File: src/rtl/stack_sequencer.sv
// Command sequencer for an external stack: turns PUSH/POP/DUP/TOS/ALU opcodes into stack strobes.
// Optional depth checking (underflow/overflow rejection) is enabled by defining STACK_SEQ_DEPTH_CHECK_EN.
module stack_sequencer #(
  parameter int W     = 8,
  parameter int DEPTH = 256
) (
  input  logic                     clk,
  input  logic                     rst,
  input  logic                     cmd_valid,
  input  logic [2:0]               cmd_op,
  input  logic [W-1:0]             cmd_imm,
  output logic                     cmd_ready,
  output logic                     st_push,
  output logic                     st_pop,
  output logic                     st_tos,
  output logic [W-1:0]             st_din,
  input  logic [W-1:0]             st_dout,
  output logic                     rsp_valid,
  output logic [W-1:0]             rsp_data,
  output logic                     rsp_err,
  output logic [$clog2(DEPTH):0]   depth
);

  localparam int DW = $clog2(DEPTH) + 1;
  localparam logic [DW-1:0] DEPTH_MAX = DW'(DEPTH);

  localparam logic [2:0] OP_PUSH = 3'b000;
  localparam logic [2:0] OP_POP  = 3'b001;
  localparam logic [2:0] OP_DUP  = 3'b010;
  localparam logic [2:0] OP_TOS  = 3'b011;
  localparam logic [2:0] OP_ADD  = 3'b100;
  localparam logic [2:0] OP_SUB  = 3'b101;
  localparam logic [2:0] OP_AND  = 3'b110;
  localparam logic [2:0] OP_NOT  = 3'b111;

  typedef enum logic [2:0] {
    IDLE,
    RD1,
    CAP1,
    RD2,
    CAP2,
    WR,
    RSP
  } state_t;

  state_t         state;
  state_t         state_nxt;
  logic [2:0]     op_q;
  logic [W-1:0]   imm_q;
  logic [W-1:0]   t_q;
  logic [W-1:0]   n_q;
  logic [W-1:0]   res_q;
  logic [W-1:0]   wr_data;
  logic           reject;
  logic           accept;
  logic           op_binary;
  logic           op_read_only;
  logic           op_peek;

  assign cmd_ready    = (state == IDLE);
  assign accept       = cmd_valid && cmd_ready;
  assign rsp_valid    = (state == RSP);
  assign rsp_data     = res_q;
  assign op_binary    = (op_q == OP_ADD) || (op_q == OP_SUB) || (op_q == OP_AND);
  assign op_read_only = (op_q == OP_POP) || (op_q == OP_TOS);
  assign op_peek      = (op_q == OP_TOS) || (op_q == OP_DUP);

`ifdef STACK_SEQ_DEPTH_CHECK_EN
  logic err_q;

  // Rejection is decided on the live opcode and depth at accept time.
  always_comb begin
    reject = 1'b0;
    case (cmd_op)
      OP_POP, OP_TOS, OP_NOT: reject = (depth == '0);
      OP_DUP:                 reject = (depth == '0) || (depth == DEPTH_MAX);
      OP_ADD, OP_SUB, OP_AND: reject = (depth < DW'(2));
      OP_PUSH:                reject = (depth == DEPTH_MAX);
      default:                reject = 1'b0;
    endcase
  end

  assign rsp_err = rsp_valid && err_q;
`else
  assign reject  = 1'b0;
  assign rsp_err = 1'b0;
`endif

  always_comb begin
    wr_data = t_q;
    case (op_q)
      OP_PUSH: wr_data = imm_q;
      OP_DUP:  wr_data = t_q;
      OP_NOT:  wr_data = ~t_q;
      OP_ADD:  wr_data = n_q + t_q;
      OP_SUB:  wr_data = n_q - t_q;
      OP_AND:  wr_data = n_q & t_q;
      default: wr_data = t_q;
    endcase
  end

  // Binary ops issue their second pop from CAP1 so the first operand capture overlaps it.
  always_comb begin
    state_nxt = state;
    st_push   = 1'b0;
    st_pop    = 1'b0;
    st_tos    = 1'b0;
    st_din    = '0;
    case (state)
      IDLE: begin
        if (cmd_valid) begin
          if (reject)                 state_nxt = RSP;
          else if (cmd_op == OP_PUSH) state_nxt = WR;
          else                        state_nxt = RD1;
        end
      end
      RD1: begin
        if (op_peek) st_tos = 1'b1;
        else         st_pop = 1'b1;
        state_nxt = CAP1;
      end
      CAP1: begin
        if (op_binary) begin
          st_pop    = 1'b1;
          state_nxt = CAP2;
        end else if (op_read_only) begin
          state_nxt = RSP;
        end else begin
          state_nxt = WR;
        end
      end
      RD2: begin
        st_pop    = 1'b1;
        state_nxt = CAP2;
      end
      CAP2: state_nxt = WR;
      WR: begin
        st_push   = 1'b1;
        st_din    = wr_data;
        state_nxt = RSP;
      end
      RSP:     state_nxt = IDLE;
      default: state_nxt = IDLE;
    endcase
  end

  always_ff @(posedge clk) begin
    if (rst) begin
      state <= IDLE;
      op_q  <= '0;
      imm_q <= '0;
      t_q   <= '0;
      n_q   <= '0;
      res_q <= '0;
`ifdef STACK_SEQ_DEPTH_CHECK_EN
      err_q <= 1'b0;
`endif
    end else begin
      state <= state_nxt;
      if (accept) begin
        op_q  <= cmd_op;
        imm_q <= cmd_imm;
`ifdef STACK_SEQ_DEPTH_CHECK_EN
        err_q <= reject;
`endif
        if (reject) res_q <= '0;
      end
      if (state == CAP1) begin
        t_q <= st_dout;
        if (op_read_only) res_q <= st_dout;
      end
      if (state == CAP2) n_q <= st_dout;
      if (state == WR)   res_q <= wr_data;
    end
  end

  // Entry count saturates at both ends so an unchecked build never wraps.
  always_ff @(posedge clk) begin
    if (rst) begin
      depth <= '0;
    end else if (st_push && (depth != DEPTH_MAX)) begin
      depth <= depth + DW'(1);
    end else if (st_pop && (depth != '0)) begin
      depth <= depth - DW'(1);
    end
  end

endmodule

File: config.mk
export PLATFORM = sky130hd
export DESIGN_NAME = stack_sequencer
export DESIGN_NICKNAME = d
export VERILOG_FILES = /design/src/rtl/stack_sequencer.sv
export SDC_FILE = /design/constraint.sdc
export NUM_CORES = 1
export LEC_CHECK = 0
export ABC_AREA = 1
export CORE_AREA = 2 2 84 86
export DETAILED_ROUTE_END_ITERATION = 10
export DIE_AREA = 0 0 86 88
export PLACE_DENSITY = 0.8
export SLEW_MARGIN = 20
export SYNTH_ARGS = -nofsm -noshare
export SYNTH_HDL_FRONTEND = slang
export SYNTH_SLANG_ARGS = --single-unit
File: constraint.sdc
create_clock -name clk -period 3 [get_ports clk]
set_input_delay 0.9 -clock clk [delete_from_list [all_inputs] [get_ports clk]]
set_output_delay 0.9 -clock clk [all_outputs]
set_load 0.03 [all_outputs]
======== Word level (Yosys, flattened, before mapping) ========
Cells that the tools add are included.
storage, ports and cells
  flip-flop bits (word level) ............. 47
  bits of input ports ..................... 22
  output and inout bits ................... 31
  word-level logic and storage cells ...... 61
cells by class
  add/subtract/negate cells ............... 4
  equal/unequal tests ..................... 15
  mux-type cells .......................... 18
  bitwise logic cells ..................... 2
  reductions and logical operators ........ 15
operators by type and width
  cell                                                                    count
  8-bit case mux with 5 select lines                                      1
  8-bit 2-to-1 mux                                                        4
  3-bit equality test (second input constant)                             7
  9-bit 2-to-1 mux                                                        2
  3-bit case mux with 6 select lines                                      1
  3-bit by 2-bit equality test with 1-bit output (second input constant)  4
  9-bit by 1-bit adder with 9-bit output (second input constant)          1
  3-bit zero test                                                         3
  9-bit != test (second input constant)                                   1
  9-bit nonzero test                                                      1
  9-bit by 1-bit subtractor with 9-bit output (second input constant)     1
  8-bit adder                                                             1
  8-bit AND                                                               1
  8-bit inverter                                                          1
  8-bit subtractor                                                        1
  3-bit by 1-bit equality test with 1-bit output (second input constant)  2
  3-bit 2-to-1 mux                                                        2
  2-bit nonzero test                                                      3
  1-bit 2-to-1 mux                                                        5
  1-bit logical OR                                                        4
  2-bit 2-to-1 mux                                                        2
  1-bit logical AND                                                       3
  1-bit case mux with 3 select lines                                      1
  2-bit != test (second input constant)                                   1
  2-bit AND reduction                                                     1

======== Logic depth before layout (Yosys ltp) ========
  depth after elaboration ................. 8
  depth in mapped cells ................... 19
  mapped depth without buffers ............ 19

======== Worst setup path before layout ========
OpenSTA, ideal clock, no wires.
  path type ............................... register to output
  start point ............................. reg t_q[0]
  end point ............................... out st_din[7]
  arrival ................................. 2279 ps
  required time ........................... 2100 ps
  setup slack ............................. -179 ps
  stages on the path, launching flop included .. 19
  buffers on the path ..................... 0
  path through ............................ dfxtp_1 > inv_1 > ha_1 > inv_1 > nor3_1 > inv_1 > o31ai_1 > xor2_1 > inv_1 > ha_1 > nand2_1 > inv_1 > a21oi_1 > nand2_1 > nand3_1 > nand3_1 > nand2_1 > nand2_1 > inv_1
on the way
  word-level cells in the longest chain between the ends .. 3
  elaborated cells on any way between the ends .. 4
  those cells by class .................... add/sub: 2; mux: 2
ends and longest elaborated chain
  what                                                    line    RTL
  start: declaration                                      50      logic [W-1:0] t_q;
  start signal: assignment                                169     t_q <= st_dout;
  8-bit subtractor / 8-bit adder (equally long branches)  96, 95
  8-bit case mux with 5 select lines *                    91      case (op_q)
  8-bit 2-to-1 mux *                                      109     case (state)
  end: declaration                                        16      output logic [W-1:0] st_din,
Every way passes the cells marked *; elsewhere a longest branch is shown, timed or not.

======== Worst setup path after layout ========
  start point ............................. reg t_q[1]
  end point ............................... out st_din[4]
The elaborated chain is that of the path after synthesis.

==> run metrics <==
slew margin rel. 62.5%; worst hold path class reg -> reg; initial antenna violation count 0; Avg Cell Area, Syn 6.81 µm²; Yosys top cell by area dfxtp_1; Final WS setup -0.496 ns; Iter 0 DRT Violations 278; vias in the first global route 3424; worst hold stages 2; Std-Cell Rows 30; WL per Instance 15.7 µm; Placer Congestion 0.942; nets@finish 590; run status complete, but fails checks; actual slew at the worst max-slew pin 0.555 ns; Clock Skew 0.0143 ns; top cell type's share of synthesized area 30.5%; Worst Path Buf+Inv 5; Fin. Hold Viols 0; Crit path required time 2.10 ns; initial core utilization 46.4%; mapped cell area 3080 µm²; Cells after DPL 606; vias per cell 5.55; failing checks setup timing; synth cell count leaders 72 x nand2_1, 62 x inv_1, 56 x o21ai_0, 52 x a21oi_1, 47 x dfxtp_1; gr ovfl total 0; IR drop worst, VDD 0.743 mV; hold buffer count at CTS 0; fin util 65.0%; CTS root buffer clkbuf_8; Die X 86 µm; hpwl dp 6980 µm; Reg2Reg Depth 18; Syn Nets 493; hold slack final 0.467 ns; Main synth FF type dfxtp_1; sequential-to-total area share from yosys stat 30.5%; Detail Route Antenna Nets 0; full die area 7570 µm²; Vias 3503; Mapped Cells 453; max incr delay on CP 0.34 ns; post-route insts no fill 631; PD cells 894 nW/µm²; clk sinks 47; CP delay by family, top compound AO/OA/AOI/OAI gates; # setup viols final 7; CP Launch Type flip-flop; Area Growth Syn to Fin 39.9%; slowest cell on the critical path dfxtp_2; Worst-Skew Late Latency 0.31 ns; count leader, synth nand2_1; Distinct cells, synth 43; antenna cells 0; Static Leak 1.95 nW; # port buffers 51; fin crit period 3.50 ns; Clock Tree Buf Depth 2; largest net degree at the start of global routing 26; max-slew violation count 0; final instance area 4320 µm²; DRC Markers 0; TritonCTS clock tree done; EDFF count, synth 0; Area after DPL 3870 µm²; synth warn 0; routed wire length 9920 µm; CP Capture Type output pin; share of cells above drive strength 1 27.4%; H-tree depth 2; crit path max fanout 5; CP arrival 2.60 ns; Synth Register Bits 47; cts bufs inserted 5; DR pass1 iterations 5; Worst-path clk slew 0.09 ns; Max Clk Rate 286 MHz; Core Area 6640 µm²; Setup CP Type reg -> out; critical path depth 14; RSZ-0062 raised after global routing yes; total track usage 26.2%; Max Cap Viol 0; Final Cycle Share 117%; first-pass GRT wire length 15800 µm; async set or reset register ratio after synthesis 0%; CP cell instances inv_2, buf_4, nand2_4, o21ai_2, xor2_1, inv_1, ha_4, a21oi_2, nand2_1, xnor2_1, o211ai_1, nand2_1, inv_2, buf_6; top cells by area, synth dfxtp_1 31%, o21ai_0 9.1%, nand2_1 8.8%, a21oi_1 8.4%, inv_1 7.5%; I/O Pins 53; Die H 88 µm
==> registers in the layout (all words and copies together), names as in the netlist <==
name	flops
state	3
imm_q	8
op_q	3
rsp_data	8
n_q	8
t_q	8
depth	9
==> worst register-to-register path: stages (launching register included) <==
cell and delay (ns):
dfxtp_2 0.35, inv_2 0.05, ha_4 0.15, inv_2 0.06, buf_4 0.10, nand2_2 0.05
xor2_1 0.14, ha_1 0.36, a21oi_2 0.17, nand2_2 0.14, a21oi_2 0.16, o21ai_1 0.09
nand4_1 0.14, nand2_2 0.09, buf_4 0.13, buf_4 0.12, buf_4 0.12, buf_4 0.12
a21oi_1 0.11
==> layer usage <==
metal	GRT usage, %	share of wire, %
met1	31.1	41
met2	47.2	49
met3	3.77	6.3
met4	11.0	3.4
met5	0	0
==> layout make-up <==
cell class / instances / area [µm²]
clock inverter: 1 / 8.76
clock buffer: 7 / 86.3
multi-input combinational: 326 / 2020
inverter: 68 / 258
timing repair buffer: 102 / 896
tap: 80 / 100
sequential: 47 / 946
fill: 538 / 2330
==> power breakdown <==
part           leakage (nW)  total [mW]  internal (mW)  switching (mW)
sequential            0.386       0.890          0.751           0.139
combinational          1.52        2.56           1.06            1.50
clock                0.0484       0.406          0.189           0.217
total                  1.95        3.86           2.00            1.86
==> repair_timing <==
item / 4_1_cts / 5_1_grt
pin swaps: 29 / 34
hold endpoints to repair: 0 / 0
setup endpoints to repair: 9 / 9
buffers inserted: 11 / 7
resized for setup: 47 / 28
==> cells by family after synthesis <==
logic type,Yosys count,synth area share (%)
compound gates,128,22.6
fa+ha+maj,18,7.79
buf+inv,80,11.0
simple gates,166,24.4
xor+xnor,13,3.69
other cells,1,0.122
flops,47,30.5
==> per-stage QoR <==
step	power, mW	setup TNS, ns	worst slack, ns
after floorplan	2.45	0	0.0140
after global placement	2.98	-0.541	-0.153
after detailed placement	3.06	-0.917	-0.230
after CTS	3.70	-2.16	-0.514
after global routing	4.13	-3.47	-0.658
final	3.86	-2.52	-0.496
==> final timing paths <==
kind / from / to / slack, ns
setup / recovery: t_q[1] / st_din[4] / -0.50
hold / removal: imm_q[6] / imm_q[6] / 0.47
setup reg to reg: t_q[1] / rsp_data[3] / 0.30
hold reg to reg: imm_q[6] / imm_q[6] / 0.47
==> cell usage in the layout (no fill, tap or decap), drive strengths merged, types with 2 or more instances in the layout <==
master	count
a21oi	54
a311oi	2
a31oi	2
buf	58
clkbuf	8
clkdlybuf4s50	42
dfxtp	47
fa	2
ha	16
inv	68
nand2	78
nand3	26
nand4	6
nor2	47
nor3	7
o21ai	60
o22ai	4
xnor2	8
xor2	5
(Power assumes the default switching activity.)
